$ cat config.mk
export PLATFORM = sky130hd
export DESIGN_NAME = mp3_frame_sequencer
export DESIGN_NICKNAME = d
export VERILOG_FILES = /design/src/rtl/mp3_frame_sequencer.sv
export SDC_FILE = /design/constraint.sdc
export NUM_CORES = 1
export LEC_CHECK = 0
export CAP_MARGIN = 20
export CORE_MARGIN = 3
export CORE_UTILIZATION = 50
export CTS_CLUSTER_SIZE = 30
export DETAILED_ROUTE_END_ITERATION = 8
export GPL_ROUTABILITY_DRIVEN = 1
export PLACE_DENSITY = 0.75
export SKIP_CTS_REPAIR_TIMING = 1
export SYNTH_ARGS = -nofsm -noshare
export SYNTH_HDL_FRONTEND = slang
export SYNTH_SLANG_ARGS = --single-unit
export TNS_END_PERCENT = 10
$ cat constraint.sdc
create_clock -name clk -period 4.1 [get_ports clk]
set_input_delay 0.82 -clock clk [delete_from_list [all_inputs] [get_ports clk]]
set_output_delay 0.82 -clock clk [all_outputs]
set_load 0.01 [all_outputs]
$ cat src/rtl/mp3_frame_sequencer.sv
// MPEG-1 Layer III frame sequencer: sync hunt, header decode, CRC skip, side-info / main-data steering.
// Optional MP3_FRAME_SEQ_STATS_EN adds saturating frame_count / resync_count outputs.
module mp3_frame_sequencer (
    input  logic        clk,
    input  logic        rst,
    input  logic [7:0]  in_data,
    input  logic        in_valid,
    output logic        in_ready,
    output logic [7:0]  si_data,
    output logic        si_valid,
    output logic [7:0]  md_data,
    output logic        md_valid,
    input  logic        md_ready,
    output logic        hdr_valid,
    output logic [3:0]  bitrate_idx,
    output logic [1:0]  srate_idx,
    output logic        padding,
    output logic [1:0]  channel_mode,
    output logic [1:0]  mode_ext,
    output logic [10:0] frame_bytes,
    output logic [10:0] main_bytes,
    output logic        bad_hdr
`ifdef MP3_FRAME_SEQ_STATS_EN
    ,
    output logic [15:0] frame_count,
    output logic [15:0] resync_count
`endif
);

    typedef enum logic [2:0] {HUNT0, HUNT1, HDR2, HDR3, CRC, SIDE, MAIN} state_t;

    state_t      state;
    logic [10:0] cnt;
    logic        prot;
    logic [3:0]  br_q;
    logic [1:0]  sr_q;
    logic        pad_q;
    logic        acc;
    logic        hdr2_bad;
    logic [10:0] base_len, frame_len, hdr_side, crc_len, main_len, side_len_q;

    assign in_ready = (state == MAIN) ? md_ready : 1'b1;
    assign acc      = in_valid & in_ready;
    assign md_valid = (state == MAIN) & in_valid;
    assign md_data  = in_data;

    assign hdr2_bad   = (in_data[7:4] == 4'd0) || (in_data[7:4] == 4'hF) || (in_data[3:2] == 2'b11);
    assign hdr_side   = (in_data[7:6] == 2'b11) ? 11'd17 : 11'd32;
    assign side_len_q = (channel_mode == 2'b11) ? 11'd17 : 11'd32;
    assign crc_len    = prot ? 11'd0 : 11'd2;
    assign frame_len  = base_len + {10'd0, pad_q};
    assign main_len   = frame_len - 11'd4 - crc_len - hdr_side;

    function automatic logic [10:0] pick(input logic [1:0] sr, input logic [10:0] a, b, c);
        case (sr)
            2'd0:    pick = a;
            2'd1:    pick = b;
            default: pick = c;
        endcase
    endfunction

    // floor(144000*kbps/Hz) for 44.1k / 48k / 32k
    always_comb begin
        base_len = 11'd0;
        case (br_q)
            4'd1:    base_len = pick(sr_q, 11'd104,  11'd96,  11'd144);
            4'd2:    base_len = pick(sr_q, 11'd130,  11'd120, 11'd180);
            4'd3:    base_len = pick(sr_q, 11'd156,  11'd144, 11'd216);
            4'd4:    base_len = pick(sr_q, 11'd182,  11'd168, 11'd252);
            4'd5:    base_len = pick(sr_q, 11'd208,  11'd192, 11'd288);
            4'd6:    base_len = pick(sr_q, 11'd261,  11'd240, 11'd360);
            4'd7:    base_len = pick(sr_q, 11'd313,  11'd288, 11'd432);
            4'd8:    base_len = pick(sr_q, 11'd365,  11'd336, 11'd504);
            4'd9:    base_len = pick(sr_q, 11'd417,  11'd384, 11'd576);
            4'd10:   base_len = pick(sr_q, 11'd522,  11'd480, 11'd720);
            4'd11:   base_len = pick(sr_q, 11'd626,  11'd576, 11'd864);
            4'd12:   base_len = pick(sr_q, 11'd731,  11'd672, 11'd1008);
            4'd13:   base_len = pick(sr_q, 11'd835,  11'd768, 11'd1152);
            4'd14:   base_len = pick(sr_q, 11'd1044, 11'd960, 11'd1440);
            default: base_len = 11'd0;
        endcase
    end

`ifdef MP3_FRAME_SEQ_STATS_EN
    function automatic logic [15:0] sat_inc(input logic [15:0] v);
        sat_inc = (v == 16'hFFFF) ? v : v + 16'd1;
    endfunction
`endif

    always_ff @(posedge clk) begin
        if (rst) begin
            state        <= HUNT0;
            cnt          <= 11'd0;
            prot         <= 1'b0;
            br_q         <= 4'd0;
            sr_q         <= 2'd0;
            pad_q        <= 1'b0;
            si_data      <= 8'd0;
            si_valid     <= 1'b0;
            hdr_valid    <= 1'b0;
            bitrate_idx  <= 4'd0;
            srate_idx    <= 2'd0;
            padding      <= 1'b0;
            channel_mode <= 2'd0;
            mode_ext     <= 2'd0;
            frame_bytes  <= 11'd0;
            main_bytes   <= 11'd0;
            bad_hdr      <= 1'b0;
`ifdef MP3_FRAME_SEQ_STATS_EN
            frame_count  <= 16'd0;
            resync_count <= 16'd0;
`endif
        end else begin
            hdr_valid <= 1'b0;
            bad_hdr   <= 1'b0;
            si_valid  <= 1'b0;
            if (acc) begin
                case (state)
                    HUNT0: if (in_data == 8'hFF) state <= HUNT1;
                    HUNT1: begin
                        if ((in_data & 8'hFE) == 8'hFA) begin
                            prot  <= in_data[0];
                            state <= HDR2;
                        end else if (in_data != 8'hFF) begin
                            state <= HUNT0;
`ifdef MP3_FRAME_SEQ_STATS_EN
                            resync_count <= sat_inc(resync_count);
`endif
                        end
                    end
                    HDR2: begin
                        br_q  <= in_data[7:4];
                        sr_q  <= in_data[3:2];
                        pad_q <= in_data[1];
                        if (hdr2_bad) begin
                            bad_hdr <= 1'b1;
                            state   <= HUNT0;
`ifdef MP3_FRAME_SEQ_STATS_EN
                            resync_count <= sat_inc(resync_count);
`endif
                        end else begin
                            state <= HDR3;
                        end
                    end
                    HDR3: begin
                        // Publish all header fields together so they stay coherent until the next pulse
                        hdr_valid    <= 1'b1;
                        bitrate_idx  <= br_q;
                        srate_idx    <= sr_q;
                        padding      <= pad_q;
                        channel_mode <= in_data[7:6];
                        mode_ext     <= in_data[5:4];
                        frame_bytes  <= frame_len;
                        main_bytes   <= main_len;
                        state        <= prot ? SIDE : CRC;
                        cnt          <= prot ? hdr_side : 11'd2;
                    end
                    CRC: begin
                        if (cnt == 11'd1) begin
                            state <= SIDE;
                            cnt   <= side_len_q;
                        end else begin
                            cnt <= cnt - 11'd1;
                        end
                    end
                    SIDE: begin
                        si_data  <= in_data;
                        si_valid <= 1'b1;
                        if (cnt == 11'd1) begin
                            cnt <= main_bytes;
                            if (main_bytes == 11'd0) begin
                                state <= HUNT0;
`ifdef MP3_FRAME_SEQ_STATS_EN
                                frame_count <= sat_inc(frame_count);
`endif
                            end else begin
                                state <= MAIN;
                            end
                        end else begin
                            cnt <= cnt - 11'd1;
                        end
                    end
                    MAIN: begin
                        if (cnt == 11'd1) begin
                            state <= HUNT0;
`ifdef MP3_FRAME_SEQ_STATS_EN
                            frame_count <= sat_inc(frame_count);
`endif
                        end else begin
                            cnt <= cnt - 11'd1;
                        end
                    end
                    default: state <= HUNT0;
                endcase
            end
        end
    end

endmodule

# --- After elaboration in Yosys (flattened, before gate mapping) ---
# Index checks and enable logic that the tools add are counted.
classes:
  n_eq_ne: 35
  n_bitwise: 4
  add_sub_neg: 5
  n_reduce_logical: 15
  muxes: 37
ops:
  columns: ["operator", "count"]
  rows:
  - ["one-hot mux 11 bit (14 select lines)", 1]
  - ["one-hot mux 9 bit (2 select lines)", 4]
  - ["one-hot mux 8 bit (2 select lines)", 4]
  - ["one-hot mux 11 bit (2 select lines)", 2]
  - ["one-hot mux 11 bit (4 select lines)", 1]
  - ["one-hot mux 10 bit (2 select lines)", 2]
  - ["2-to-1 mux 11 bit", 3]
  - ["== test 4 bit (second input constant)", 8]
  - ["one-hot mux 7 bit (2 select lines)", 2]
  - ["2-to-1 mux 3 bit", 7]
  - ["one-hot mux 3 bit (7 select lines)", 1]
  - ["2-to-1 mux 6 bit", 3]
  - ["== test 4 x 3 -> 1 bit (second input constant)", 4]
  - ["adder 11 x 1 -> 11 bit", 1]
  - ["== test 11 x 1 -> 1 bit (second input constant)", 1]
  - ["logical NOT 11 bit", 1]
  - ["subtractor 11 x 1 -> 11 bit (second input constant)", 1]
  - ["subtractor 11 x 2 -> 11 bit", 1]
  - ["subtractor 11 x 3 -> 11 bit (second input constant)", 1]
  - ["subtractor 11 x 6 -> 11 bit", 1]
  - ["== test 3 bit (second input constant)", 3]
  - ["== test 4 x 2 -> 1 bit (second input constant)", 2]
  - ["== test 8 bit (second input constant)", 1]
  - ["!= test 2 bit (second input constant)", 4]
  - ["other kinds (23)", 37]
word_totals:
  word_cells: 113
  ff_bits: 66
  input_bits: 12
  out_inout_bits: 54

# --- Logic depth before layout (Yosys ltp) ---
# Gate-level depths: netlist of run 1.
depth:
  ltp_word: 7
  depth_mapped: 17
  depth_no_buf: 15

# --- Least setup slack after synthesis of run 1 ---
# Ideal clock, no wire load.
synth_path:
  path_kind: "register -> register"
  from: "register br_q[1]"
  to: "register main_bytes[9]"
  n_path_buf: 3
  setup_slack_ns: 0.842
  period_less_slack_ns: 3.258
  required_ns: 4.014
  t_arrival_ns: 3.172
  setup_time_ns: 0.086
  stages_incl_launch_ff: 18
  cell_sequence: "dfxtp_1 -> buf_6 -> buf_8 -> clkbuf_1 -> mux2i_1 -> nor2_1 -> ha_1 -> ha_1 -> and3_4 -> xnor2_1 -> nand2b_1 -> ha_1 -> a21oi_1 -> nand2b_1 -> a311oi_1 -> o21ai_1 -> xnor2_1 -> a211oi_1"
synth_between:
  elab_chain_cells: 6
  word_cells_on_any_way: 19
  cone_classes: "add/sub: 4; eq/ne: 14; mux: 1"
synth_lines:
  columns: ["item", "line_no", "rtl"]
  rows:
  - ["start, declared", "35", "logic [3:0] br_q;"]
  - ["start signal, assigned", "132", "br_q <= in_data[7:4];"]
  - ["== test 4 bit (tied with other cells)", "65", "case (br_q)"]
  - ["one-hot mux 11 bit (14 select lines) (*)", "65", null]
  - ["adder 11 x 1 -> 11 bit (*)", "51", "assign frame_len = base_len + {10'd0, pad_q};"]
  - ["subtractor 11 x 3 -> 11 bit (*)", "52", "assign main_len = frame_len - 11'd4 - crc_len - hdr_side;"]
  - ["subtractor 11 x 2 -> 11 bit (*)", "52", null]
  - ["subtractor 11 x 6 -> 11 bit (*)", "52", null]
  - ["end signal, assigned", "154", "main_bytes <= main_len;"]
  - ["end, declared", "21", "output logic [10:0] main_bytes,"]
# Mark *: on every way between the ends. The rest lies on a longest branch, timed or not.
# A chain may end at the register's enable or synchronous reset.

# --- Final worst setup path of run 1 ---
# Same ends and word-level chain as after synthesis.

==> results of run 1 <==
==> state kept, by name, indices dropped and copies added, names as in the netlist, 2 cells and up <==
register,cells
bitrate_idx,4
br_q,4
channel_mode,2
cnt,11
frame_bytes,11
main_bytes,11
mode_ext,2
si_data,8
sr_q,2
srate_idx,2
state,3
==> path summary, 6_finish.rpt <==
kind / start / to / slack, ns
setup / recovery: br_q[1] / main_bytes[9] / 0.40
hold / removal: frame_bytes[4] / frame_bytes[4] / 0.45
setup reg to reg: br_q[1] / main_bytes[9] / 0.40
hold reg to reg: frame_bytes[4] / frame_bytes[4] / 0.45
==> layout make-up <==
| class | count | area, um^2 | area share (%) |
|---|---|---|---|
| tap | 102 | 128 | 2.59 |
| sequential | 66 | 1320 | 26.8 |
| timing repair buffer | 79 | 751 | 15.2 |
| clock buffer | 12 | 165 | 3.35 |
| inverter | 14 | 52.6 | 1.07 |
| multi-input combinational | 414 | 2500 | 50.7 |
| clock inverter | 2 | 12.5 | 0.254 |
==> cells in the final DEF, fill, tap and decap left out, types with 3 or more instances in the layout <==
| cell | instances |
|---|---|
| nand2_1 | 83 |
| dfxtp_1 | 66 |
| clkdlybuf4s50_1 | 64 |
| nor2_1 | 63 |
| a21oi_1 | 53 |
| o21ai_0 | 21 |
| a22oi_1 | 14 |
| buf_4 | 14 |
| inv_1 | 12 |
| clkbuf_8 | 12 |
| nand3_1 | 10 |
| xnor2_1 | 10 |
| a211oi_1 | 10 |
| ha_1 | 10 |
| xor2_1 | 9 |
| mux2i_1 | 9 |
| nor2b_1 | 8 |
| nor3_1 | 7 |
| o22ai_1 | 7 |
| nand2b_1 | 7 |
| o21ai_1 | 7 |
| a31oi_1 | 5 |
| or3_1 | 5 |
| nor3b_1 | 5 |
| and2_1 | 4 |
| nand3b_1 | 4 |
| and3_1 | 3 |
| nor4_1 | 3 |
| and4b_1 | 3 |
| a21o_1 | 3 |
| o21bai_1 | 3 |
| a311oi_1 | 3 |
==> through the flow <==
step | worst slack [ns] | total power (W) | cells | area, um^2 | hold WS [ns]
2_1_floorplan | 0.842 | 0.000693 | 538 | 4140 | 0.448
3_3_place_gp | 0.487 | 0.000718 | 675 | 4750 | 0.443
3_5_place_dp | 0.422 | 0.000718 | 675 | 4750 | 0.447
4_1_cts | 0.394 | 0.00122 | 689 | 4930 | 0.457
5_1_grt | 0.0530 | 0.00125 | 689 | 4930 | 0.486
6_report | 0.397 | 0.00121 | 689 | 4930 | 0.455
==> cell usage after synthesis (3+ instances only) <==
cell type  count
nand2_1       83
dfxtp_1       66
buf_4         13
nor2b_1        8
a311oi_1       3
nor3b_1        5
a21oi_1       53
or3_1          5
nor4_1         3
clkbuf_1      20
buf_6          5
o21ai_0       21
inv_1         12
buf_2          3
and4b_1        3
nand3b_1       4
nand3_1       10
and2_1         4
o22ai_1        7
a22oi_1       14
xnor2_1       10
nor3_1         8
and3_1         3
o21ai_1        7
mux2i_1        9
a31oi_1        5
o21bai_1       3
nand2b_1       7
a211oi_1      10
ha_1          10
a21o_1         3
xor2_1         9
nor2_1        63
==> routing by layer <==
layer  up-vias  share of wire (%)
met5         -                  0
met4         0                1.9
met3        23                6.5
met2       168                 48
met1      1854                 43
li1       1974                  -
==> kinds of logic after synthesis <==
kind of cell               count (synthesis)  share of synthesized area, %
and+or+nand+nor                          222                          26.1
AOI/OAI and AO/OA                        151                          23.7
DFF                                       66                          31.9
buffers and inverters                     58                          7.71
xor gates and xnor gates                  21                          4.81
adders and majority gates                 11                          3.51
muxes                                      9                          2.18
==> power groups by stage <==
| stage | Sequential, W | Combinational (W) | Clock (W) |
|---|---|---|---|
| 2_1_floorplan | 0.000656 | 0.0000374 | 0 |
| 5_1_grt | 0.000641 | 0.0000687 | 0.000536 |
| 3_3_place_gp | 0.000656 | 0.0000620 | 0 |
| 4_1_cts | 0.000641 | 0.0000628 | 0.000514 |
| 6_report | 0.000641 | 0.0000625 | 0.000501 |
| 3_5_place_dp | 0.000656 | 0.0000625 | 0 |
==> worst register-to-register path: cells and delay by family, from the launching register on <==
family                     cells  cell delay [ns]
AOI/OAI and AO/OA              8             1.88
buffers and inverters          1             0.07
xor gates and xnor gates       1             0.14
DFF                            1             0.80
and+or+nand+nor                2             0.25
adders and majority gates      2             0.49
==> results.cfg, run 1 <==
[route]
viasPerCell = 5.83
post-route-drc-count = 0
post_drt_wl_per_cell_um = 16.2
finalWirelength_mm = 11.2
first_pass_iters = 5
vias = 4019
ant_nets = 0
drtIter0Drc = 204

[global_route]
antenna_found_initial = 0
grt_max_degree = 39
grt_pass1_vias = 3813
top_usage_layer = met2
grt_pass1_wl_mm = 18.6
met2_usage_pct = 38.1
grt_use_total_pct = 23.6
grtUsageMet3_pct = 4.47
grtUsageMet1_pct = 31.1
grt_overflow = 0

[die]
core-area_um2 = 7890
die_h_um = 97.0
start_util_pct = 52.4
pin_count = 66
std_cell_rows = 32
die-area_um2 = 9400
fp.dieW_um = 97.0

[timing]
finalHoldViolCount = 0
slew_viol_final = 0
slew_headroom_pct = 41.8
finalCriticalPeriod_ns = 3.70
worstMarginPinSlew_ns = 0.872
fin_tns_setup_ns = 0
max_freq_ghz = 0.270
rsz0062_at_grt = false
fin_crit_sh_pct = 90.3
clock_skew_ns = 0.00612
setup_violations = 0

[logic_synthesis]
syn_area_per_cell_um2 = 7.69
ys.warnings.count = 0
ys_ff_latch = 66
synth_nets = 561
syn-cell-area_um2 = 4140
synth_edf_count = 0
synth_top_area_cell = dfxtp_1
yosysSeqAreaShare_pct = 31.9
synth_top_cell_area_share_pct = 31.9
async_flop_share_pct = 0
synth.top_cells.by_area = dfxtp_1 32%, nand2_1 7.5%, a21oi_1 6.4%
synth.distinct_cells = 71
post_synth_inst_count = 538
synth_top_flop_cell = dfxtp_1

[setup_path]
critPathBufInv = 1
crit_family = compound AO/OA/AOI/OAI gates
ff2ff_path_depth = 14
crit_required_ns = 4.37
cp_slowest_stage_delay_ns = 0.80
worstPathArrival_ns = 3.97
cp.depth = 14
slowest_stage = dfxtp_1
cp_max_fo = 24
start_kind = flip-flop
cp-end-kind = flip-flop
path_cells = nor2_1 > o21ai_0 > a21oi_1 > a221o_1 > a221o_1 > ha_1 > inv_1 > ha_1 > a21oi_1 > nand2b_1 > a311oi_1 > o21ai_1 > xnor2_1 > a211oi_1
crit_type = reg -> reg

[power]
power.density_nw_per_um2 = 244
power_frac_comb_pct = 5.2
p_leak_nw = 1.76
seq_power_share_pct = 53.2
p_int_w = 0.000929
power.switching_w = 0.000276
p_sw_share_pct = 22.9
p_clk_share_pct = 41.6
ir_drop_mv = 0.169

[clock_tree]
cts_buffer_depth = 2
cts_inserted_buffers = 9
clkTransAtPathRegs_ns = 0.07
cts_tree = done
clk_latency_ns = 0.35
clock-sinks = 66
root_buffer = clkbuf_8
cts_htree_levels = 3

[status]
status = completed

[place]
io_buffer_count = 65
hpwl_mm = 8.07
place.gp.congestion = 0.913

[cells_and_area]
drive_gt1_share_pct = 8.18
utilization_pct = 62.5
syn2layout_area_growth_pct = 19.2
final_nets = 607
diodes = 0
fill_cells = 744

[hold_path]
hold_path_class = reg -> reg
worstHoldPathCells = 2

[flow_run]
max_cap_violations = 0
No activity file was read; power rests on OpenSTA's default activity.
==> inputs of run 2 (changes only) <==
--- a/config.mk
+++ b/config.mk
@@ -8,10 +8,12 @@
 export CAP_MARGIN = 20
 export CORE_MARGIN = 3
 export CORE_UTILIZATION = 50
+export CTS_BUF_LIST = sky130_fd_sc_hd__clkbuf_2 sky130_fd_sc_hd__clkbuf_4 sky130_fd_sc_hd__clkbuf_8
 export CTS_CLUSTER_SIZE = 30
 export DETAILED_ROUTE_END_ITERATION = 8
 export GPL_ROUTABILITY_DRIVEN = 1
-export PLACE_DENSITY = 0.75
+export HOLD_SLACK_MARGIN = 0.05
+export PLACE_DENSITY = 0.78
 export SKIP_CTS_REPAIR_TIMING = 1
 export SYNTH_ARGS = -nofsm -noshare
 export SYNTH_HDL_FRONTEND = slang
==> constraint.sdc (replaced) <==
create_clock -name clk -period 3 [get_ports clk]
set_input_delay 0.6 -clock clk [delete_from_list [all_inputs] [get_ports clk]]
set_output_delay 0.6 -clock clk [all_outputs]
set_load 0.01 [all_outputs]
==> run 2 against run 1 <==
Clock skew up 0.0056 ns. First-iteration DRC count up 8.8%. Worst setup slack got worse by 0.45 ns. Routed wire length rose by 6.6%. Sequential share of layout area fell by 2.4 points. Via count grew 5.3%. Largest power group unchanged. Maximum frequency grew 21%. The run now ends with setup timing left.
==> results.cfg, run 2 (same netlist as run 1, synthesis figures left out) <==
[status]
status = finished, violations left
violations = setup timing

[global_route]
grt_pass1_vias = 3919
grt_pass1_wl_mm = 19.4
grtUsageMet1_pct = 32.8
grtUsageMet3_pct = 5.41
met2_usage_pct = 39.8
antenna_found_initial = 0
grt_overflow = 0
top_usage_layer = met2
grt_use_total_pct = 24.5
grt_max_degree = 49

[setup_path]
crit_family = compound AO/OA/AOI/OAI gates
critPathBufInv = 2
start_kind = flip-flop
path_cells = buf_4 > nor2_1 > o21ai_0 > a21oi_1 > a221o_1 > a221o_1 > ha_1 > inv_1 > ha_2 > a21oi_2 > nand2b_1 > a311oi_2 > o21ai_1 > xnor2_1 > a211oi_1
worstPathArrival_ns = 3.32
cp-end-kind = flip-flop
cp_max_fo = 7
cpMostUsedCell = a221o_1
cp_slowest_stage_delay_ns = 0.40
crit_type = reg -> reg
slowest_stage = dfxtp_4
crit_required_ns = 3.27

[die]
pin_count = 66
die-area_um2 = 9400
std_cell_rows = 32
core-area_um2 = 7890
die_h_um = 97.0
start_util_pct = 52.4
fp.dieW_um = 97.0

[route]
vias = 4232
finalWirelength_mm = 11.9
ant_nets = 0
viasPerCell = 5.65
first_pass_iters = 5
drtIter0Drc = 222
post-route-drc-count = 0
post_drt_wl_per_cell_um = 15.9

[power]
power.total_w = 0.00179
power.density_nw_per_um2 = 326
p_leak_nw = 2.08
ir_drop_mv = 0.451

[timing]
slew_viol_final = 0
fin_crit_sh_pct = 102
rsz0062_at_grt = true
finalCriticalPeriod_ns = 3.05
whs_ns = 0.458
finalHoldViolCount = 0
slew_headroom_pct = 41.4
worstMarginPinSlew_ns = 0.879
clock_skew_ns = 0.0117
fin_ws_ns = -0.0500
max_freq_ghz = 0.328
fin_tns_setup_ns = -0.0500
setup_violations = 1

[cells_and_area]
layoutNonFillerInstCount = 749
layout_common_cells = 83 x nand2_1, 68 x buf_4, 64 x clkdlybuf4s50_1
drive_gt1_share_pct = 19.2
final_nets = 665
fill_cells = 644
syn2layout_area_growth_pct = 32.8
mostFrequentLayoutCell = nand2_1
diodes = 0
reg.largest.list = cnt: 11 flops, frame_bytes: 11 flops, main_bytes: 11 flops

[flow_run]
max_cap_violations = 0

[clock_tree]
clkTransAtPathRegs_ns = 0.08
cts_buffer_depth = 2
root_buffer = clkbuf_8
cts_inserted_buffers = 9
clk_latency_ns = 0.36
clock-sinks = 66
cts_htree_levels = 3
cts_tree = done

[place]
hpwl_mm = 8.70
io_buffer_count = 65
dpl_worst_slack_ns = -0.0440
dp_cells = 726
place.gp.congestion = 0.907

[hold_path]
hold_path_class = reg -> reg
==> run 2: final cells by class <==
| type | instances | area, um^2 | share of cell area [%] |
|---|---|---|---|
| Clock buffer | 9 | 124 | 2.26 |
| Clock inverter | 7 | 82.6 | 1.50 |
| Inverter | 14 | 52.6 | 0.957 |
| Multi-Input combinational cell | 414 | 2550 | 46.4 |
| Sequential cell | 66 | 1340 | 24.4 |
| Tap cell | 102 | 128 | 2.32 |
| Timing Repair Buffer | 137 | 1220 | 22.2 |
==> run 2: layer usage <==
| layer | wire length, um | part of all wire (%) |
|---|---|---|
| met2 | 5650 | 47 |
| met1 | 5380 | 45 |
| met3 | 630 | 5.3 |
| met5 | 0 | 0 |
| met4 | 258 | 2.2 |
==> run 2: final timing paths <==
kind | start | end | slack (ns) | cells after the start
worst max register to register | br_q[2] | main_bytes[9] | -0.05 | 15
worst min-delay path | frame_bytes[4] | frame_bytes[4] | 0.46 | 2
worst min register to register | frame_bytes[4] | frame_bytes[4] | 0.46 | 2
worst max-delay path | br_q[2] | main_bytes[9] | -0.05 | 15
==> run 2: per-stage QoR <==
| stage | util, % | area [um^2] |
|---|---|---|
| floorplan | - | 4170 |
| finish | 69.6 | 5490 |
| global placement | 65.6 | 5170 |
| global route | 69.6 | 5490 |
| CTS | 68.2 | 5380 |
| detailed placement | 65.6 | 5170 |
==> run 2: tightest hold or removal path, cell delays in order, from the launching register on <==
cell	delay [ns]
dfxtp_1	0.31
nand2_1	0.05
a21oi_1	0.05
==> run 2: power breakdown <==
group | switching, W | total (W) | leakage [nW] | internal [W]
sequential | 0.000000325 | 0.000872 | 0.536 | 0.000871
combinational | 0.0000537 | 0.000102 | 1.44 | 0.0000488
clock | 0.000416 | 0.000814 | 0.0988 | 0.000398
==> patch 1: new RTL, flow settings as in run 1 <==
Re-encode `state_t` (7 states) as one-hot, 7 bits wide.
--- a/src/rtl/mp3_frame_sequencer.sv
+++ b/src/rtl/mp3_frame_sequencer.sv
@@ -29,3 +29,3 @@
 
-    typedef enum logic [2:0] {HUNT0, HUNT1, HDR2, HDR3, CRC, SIDE, MAIN} state_t;
+    typedef enum logic [6:0] {HUNT0 = 7'b0000001, HUNT1 = 7'b0000010, HDR2 = 7'b0000100, HDR3 = 7'b0001000, CRC = 7'b0010000, SIDE = 7'b0100000, MAIN = 7'b1000000} state_t;
 
Behaviour: same outputs for any inputs over 4 cycles, from zero or initial values and one cycle with rst high; so few cycles prove little.
==> patch 1 against run 1 <==
- synthesized cell count grew 5.4%
- sequential cell count up 4
- worst hold slack gained 0.0017 ns
- setup slack worse by 0.0093 ns
- final area up 6.1%
- area after synthesis increased by 5.0%
- sequential share of layout area barely moved
- routed wire length up 2.6%
- highest routed layer unchanged
Power is not compared: it rests on default switching activity, and its combinational part moved more than twofold at a synthesized area within 25%.
==> patch 1: results (changes against run 1) <==
** Synthesis
- Synthesized Nets :: 591 (+5.3%)
- The post-synthesis area per instance was 7.66 µm² (-0.41%).
- The number of unique standard cell types used by synthesis was 67 (-5.6%).
- The portion of the post-synthesis area used by sequential elements came to 0.323 (+0.00335).

** GRT
- GR Layer Usage met3 :: 0.0372 (-0.00753)
- Number of global-route vias before repair :: 3,962 (+3.9%)
- Maximum number of pins on one net before global-route repair :: 43 (+10%)
- Wire length of the first global-routing pass :: 18.9 mm (+1.6%)
- Met2 Resource Use GR :: 0.393 (+0.0120)
- Met1 Resource Use GR :: 0.301 (-0.0100)

** Status
- Outcome :: complete, no violations

** Final layout
- The layout filler cell count was 779 (+4.7%).
- Non-filler cells in the finished layout :: 724 (+5.1%)
- The layout cell share with drive strength beyond 1 is 0.0743 (-0.00746).

** Critical path
- In this design, the largest share of critical-path delay is due to simple AND/OR/NAND/NOR gates.
- CP Max Fanout :: 6 (-75%)
- The arrival time of the worst setup path came to 3.96 ns (about the same).

** Detailed routing
- Length of the first detailed-routing pass in iterations :: 8 (+3)
- The mean number of vias per cell is 5.80 (-0.50%).
- The number of DRC violations after detailed-routing iteration 0 is 264 (+29%).
- The wire length the detailed router placed on met1 came to 5.11 mm (+5.0%).
- Length of routed met2 wiring :: 5.55 mm (+3.2%)

** Placed design
- The sum of net half-perimeters after detailed placement came to 8.28 mm (+2.7%).
- Post-placement cell count :: 707 (+4.7%)
- The final weighted congestion in routability-driven placement came to 0.891 (-2.4%).

** STA
- The pin slew with the least headroom to its limit is 0.763 ns (-0.109 ns).
- The final clock skew came to 0.00996 ns (+0.00383 ns).
[patch 1: cell count changes after synthesis, sizes merged, moves of 5 or more]
cell    change
a211oi      -5
a21oi      -12
a22oi       -5
mux2i      +13
nand2      -11
nor2       +16
nor3        +6
[patch 1: cell families (layout without fill, tap and decap cells)]
kind of cell	Yosys count	in the layout	share of synthesized area
and+or+nand+nor	243	243	0.276
AOI/OAI and AO/OA	138	138	0.210
DFF	70	70	0.323
buffers and inverters	63	115	0.0657
muxes	22	22	0.0507
xor gates and xnor gates	19	19	0.0383
adders and majority gates	12	12	0.0363
[patch 1: area by class of cell]
type,count,area share
clock buffer,10,0.0263
multi-input combinational,434,0.508
timing repair buffer,80,0.146
clock inverter,6,0.0131
sequential,70,0.268
tap,105,0.0251
inverter,19,0.0136
[patch 1: through the flow]
stage | instance area [µm²] | power (W) | setup WS, ns | hold WS [ns]
2_1_floorplan | 4340 | 0.000933 | 0.372 | 0.448
3_3_place_gp | 5010 | 0.000985 | 0.432 | 0.444
3_5_place_dp | 5010 | 0.000991 | 0.272 | 0.451
4_1_cts | 5220 | 0.00157 | 0.411 | 0.458
5_1_grt | 5230 | 0.00163 | 0.0562 | 0.473
6_report | 5230 | 0.00156 | 0.388 | 0.456
[patch 1: path summary, 6_finish.rpt]
path,start,to,slack (ns),cells after the start
setup reg to reg,sr_q[1]$_SDFFE_PP0P_,main_bytes[10]$_SDFFE_PP0P_,0.39,17
setup / recovery,sr_q[1]$_SDFFE_PP0P_,main_bytes[10]$_SDFFE_PP0P_,0.39,17
hold / removal,frame_bytes[10]$_SDFFE_PP0P_,frame_bytes[10]$_SDFFE_PP0P_,0.46,2
hold reg to reg,frame_bytes[10]$_SDFFE_PP0P_,frame_bytes[10]$_SDFFE_PP0P_,0.46,2
==> patch 2: new RTL, flow settings as in run 1 <==
Made on the original files. The option `MP3_FRAME_SEQ_STATS_EN` is turned on by a define.
--- a/src/rtl/mp3_frame_sequencer.sv
+++ b/src/rtl/mp3_frame_sequencer.sv
@@ -2,2 +2,4 @@
 // Optional MP3_FRAME_SEQ_STATS_EN adds saturating frame_count / resync_count outputs.
+`define MP3_FRAME_SEQ_STATS_EN
+
 module mp3_frame_sequencer (
Check against the original RTL (old outputs only; new: frame_count and resync_count): equivalent (equiv_simple and equiv_induct, registers matched by name and starting in step).
==> patch 2 against run 1 <==
- count of clock-buffer cells in the layout decreased by 3
- clock power increased by 36%
- final area increased by 35%
- final cell count increased by 33%
- largest cell class unchanged
- sequential cell count increased by 32
- routed wire length increased by 25%
- largest power group unchanged
- setup slack improved by 0.025 ns
- power increased by 54%
- synthesized cell count increased by 30%
- area after synthesis increased by 32%
==> patch 2: results (changes against run 1) <==
** STA
- Remaining max-slew budget at the tightest pin :: 0.506 (+0.0886)
- Achievable clock frequency :: 272 MHz (+0.69%)
- The final clock skew is 0.0126 ns (+0.00643 ns).

** Synthesis
- Register bit total from synthesis :: 98 (+48%)
- Synth cell types :: 68 (-4.2%)
- By area the synthesized netlist is led by sky130_fd_sc_hd__dfxtp_1, sky130_fd_sc_hd__nand2_1, sky130_fd_sc_hd__a21oi_1, sky130_fd_sc_hd__nor2_1, sky130_fd_sc_hd__xor2_1.
- By count the netlist is led by sky130_fd_sc_hd__nand2_1, sky130_fd_sc_hd__dfxtp_1, sky130_fd_sc_hd__nor2_1, sky130_fd_sc_hd__a21oi_1, sky130_fd_sc_hd__xor2_1.
- Post-synthesis sequential area ratio :: 0.361 (+0.0411)

** Detailed routing
- Sum of routed wire segments on met1 :: 6.31 mm (+30%)
- Starting DRC count in detailed routing :: 318 (+56%)
- The wire length per cell after detailed routing came to 15.3 µm (-6.0%).
- The routed wire length on met3 is 794 µm (+8.5%).
- The wire length on met2 is 6.71 mm (+25%).
- Total number of vias :: 5,148 (+28%)
- Routed vias/inst :: 5.61 (-3.8%)

** Power and ir drop
- Leak Pwr :: 2.36 nW (+34%)
- Maximum vdd ir drop :: 180 µV (+6.4%)

** Final layout
- Non-clock buffer count in the final layout :: 109 (+38%)
- In the final layout, the registers with the most flip-flops are frame_count (16), resync_count (16).
- Count of non-CTS inverters in the layout :: 22 (+8)
- The multi-input gate count came to 536 (+29%).
- The layout cell share with drive strength beyond 1 came to 0.0551 (-0.0267).
- The share of final layout cell area taken by clock buffers and inverters was 0.0326 (-0.00339).
- The portion of the layout cell area used by non-clock buffers was 0.160 (+0.00798).
- Multi-input gate area :: 3170 µm² (+27%)
- The number of nets at the end of the flow came to 802 (+32%).
- Layout filler cell count :: 969 (+30%)
- Sequential cell area share :: 0.294 (+0.0262)

** Status
- The run finished with clean final reports.

** Placed design
- The number of port buffers was 97 (+49%).
- Final weighted congestion in routability-driven placement :: 0.871 (-4.6%)
- The sum of net half-perimeters after detailed placement is 10.4 mm (+29%).
- The post-placement cell count was 901 (+33%).
- Post-Place Worst Slack :: 0.301 ns (-0.121 ns)

** Critical path
- The setup slack of the worst register-to-register path was 0.42 ns (+0.03 ns).
- Worst setup path endpoint :: main_bytes[10]$_SDFFE_PP0P_
- Worst path arrival time :: 3.91 ns (-0.06 ns)
- The top fanout value on the critical path came to 14 (-42%).

** GRT
- Maximum number of pins on one net before global-route repair :: 65 (+67%)
- Wire length of the first global-routing pass :: 23.2 mm (+24%)
- GR Layer Usage met3 :: 0.0466 (+0.00189)
- The met1 usage in global routing was 0.315 (+0.00377).
- The met2 demand-to-capacity share in global routing is 0.390 (+0.00937).

** Hold path
- Worst Hold Path EP :: frame_bytes[9]$_SDFFE_PP0P_

** Clock tree
- Clock slew seen by the registers of the worst setup and hold paths :: 0.10 ns (+0.03 ns)
## patch 2: cell types whose count changed after synthesis, sizes merged, moves of 6 or more
cell,delta
dfxtp,+32
a31oi,+7
xor2,+18
nor2,+19
nand2,+34
inv,+7
nor3b,-6
a21oi,+14
nand3,+13
nand4,+12
nor3,+9
## patch 2: through the flow
stage	power (W)	utilization	hold slack (ns)	cell area, µm²
after CTS	0.00187	0.637	0.462	6670
after detailed placement	0.00119	0.617	0.448	6450
after floorplan	0.00114	-	0.449	5440
after global routing	0.00192	0.637	0.483	6670
after global placement	0.00119	0.617	0.442	6450
final	0.00186	0.637	0.461	6670
## patch 2: worst max-delay path, stage by stage, from the launching register on
cell                        delay, ns
sky130_fd_sc_hd__dfxtp_1         0.46
sky130_fd_sc_hd__nand2b_1        0.31
sky130_fd_sc_hd__a2111oi_2       0.51
sky130_fd_sc_hd__ha_1            0.34
sky130_fd_sc_hd__fa_1            0.41
sky130_fd_sc_hd__ha_1            0.20
sky130_fd_sc_hd__inv_1           0.07
sky130_fd_sc_hd__ha_1            0.16
sky130_fd_sc_hd__nand2_1         0.07
sky130_fd_sc_hd__a21oi_1         0.22
sky130_fd_sc_hd__nor2b_1         0.07
sky130_fd_sc_hd__or3_4           0.34
sky130_fd_sc_hd__nor4_2          0.17
sky130_fd_sc_hd__xnor2_1         0.16
sky130_fd_sc_hd__a21oi_1         0.08
## patch 2: kinds of logic after synthesis
group           synth area share
mux                      0.00736
xor+xnor                  0.0708
simple gates               0.291
compound gates             0.179
flops                      0.361
buf+inv                   0.0577
fa+ha+maj                 0.0336
## patch 2: power by group
group          switching, W  leakage [nW]  total [W]  internal, W
clock              0.000382         0.107   0.000683     0.000300
sequential        0.0000171         0.789   0.000975     0.000958
combinational      0.000112          1.46   0.000199    0.0000865
total              0.000512          2.36    0.00186      0.00134
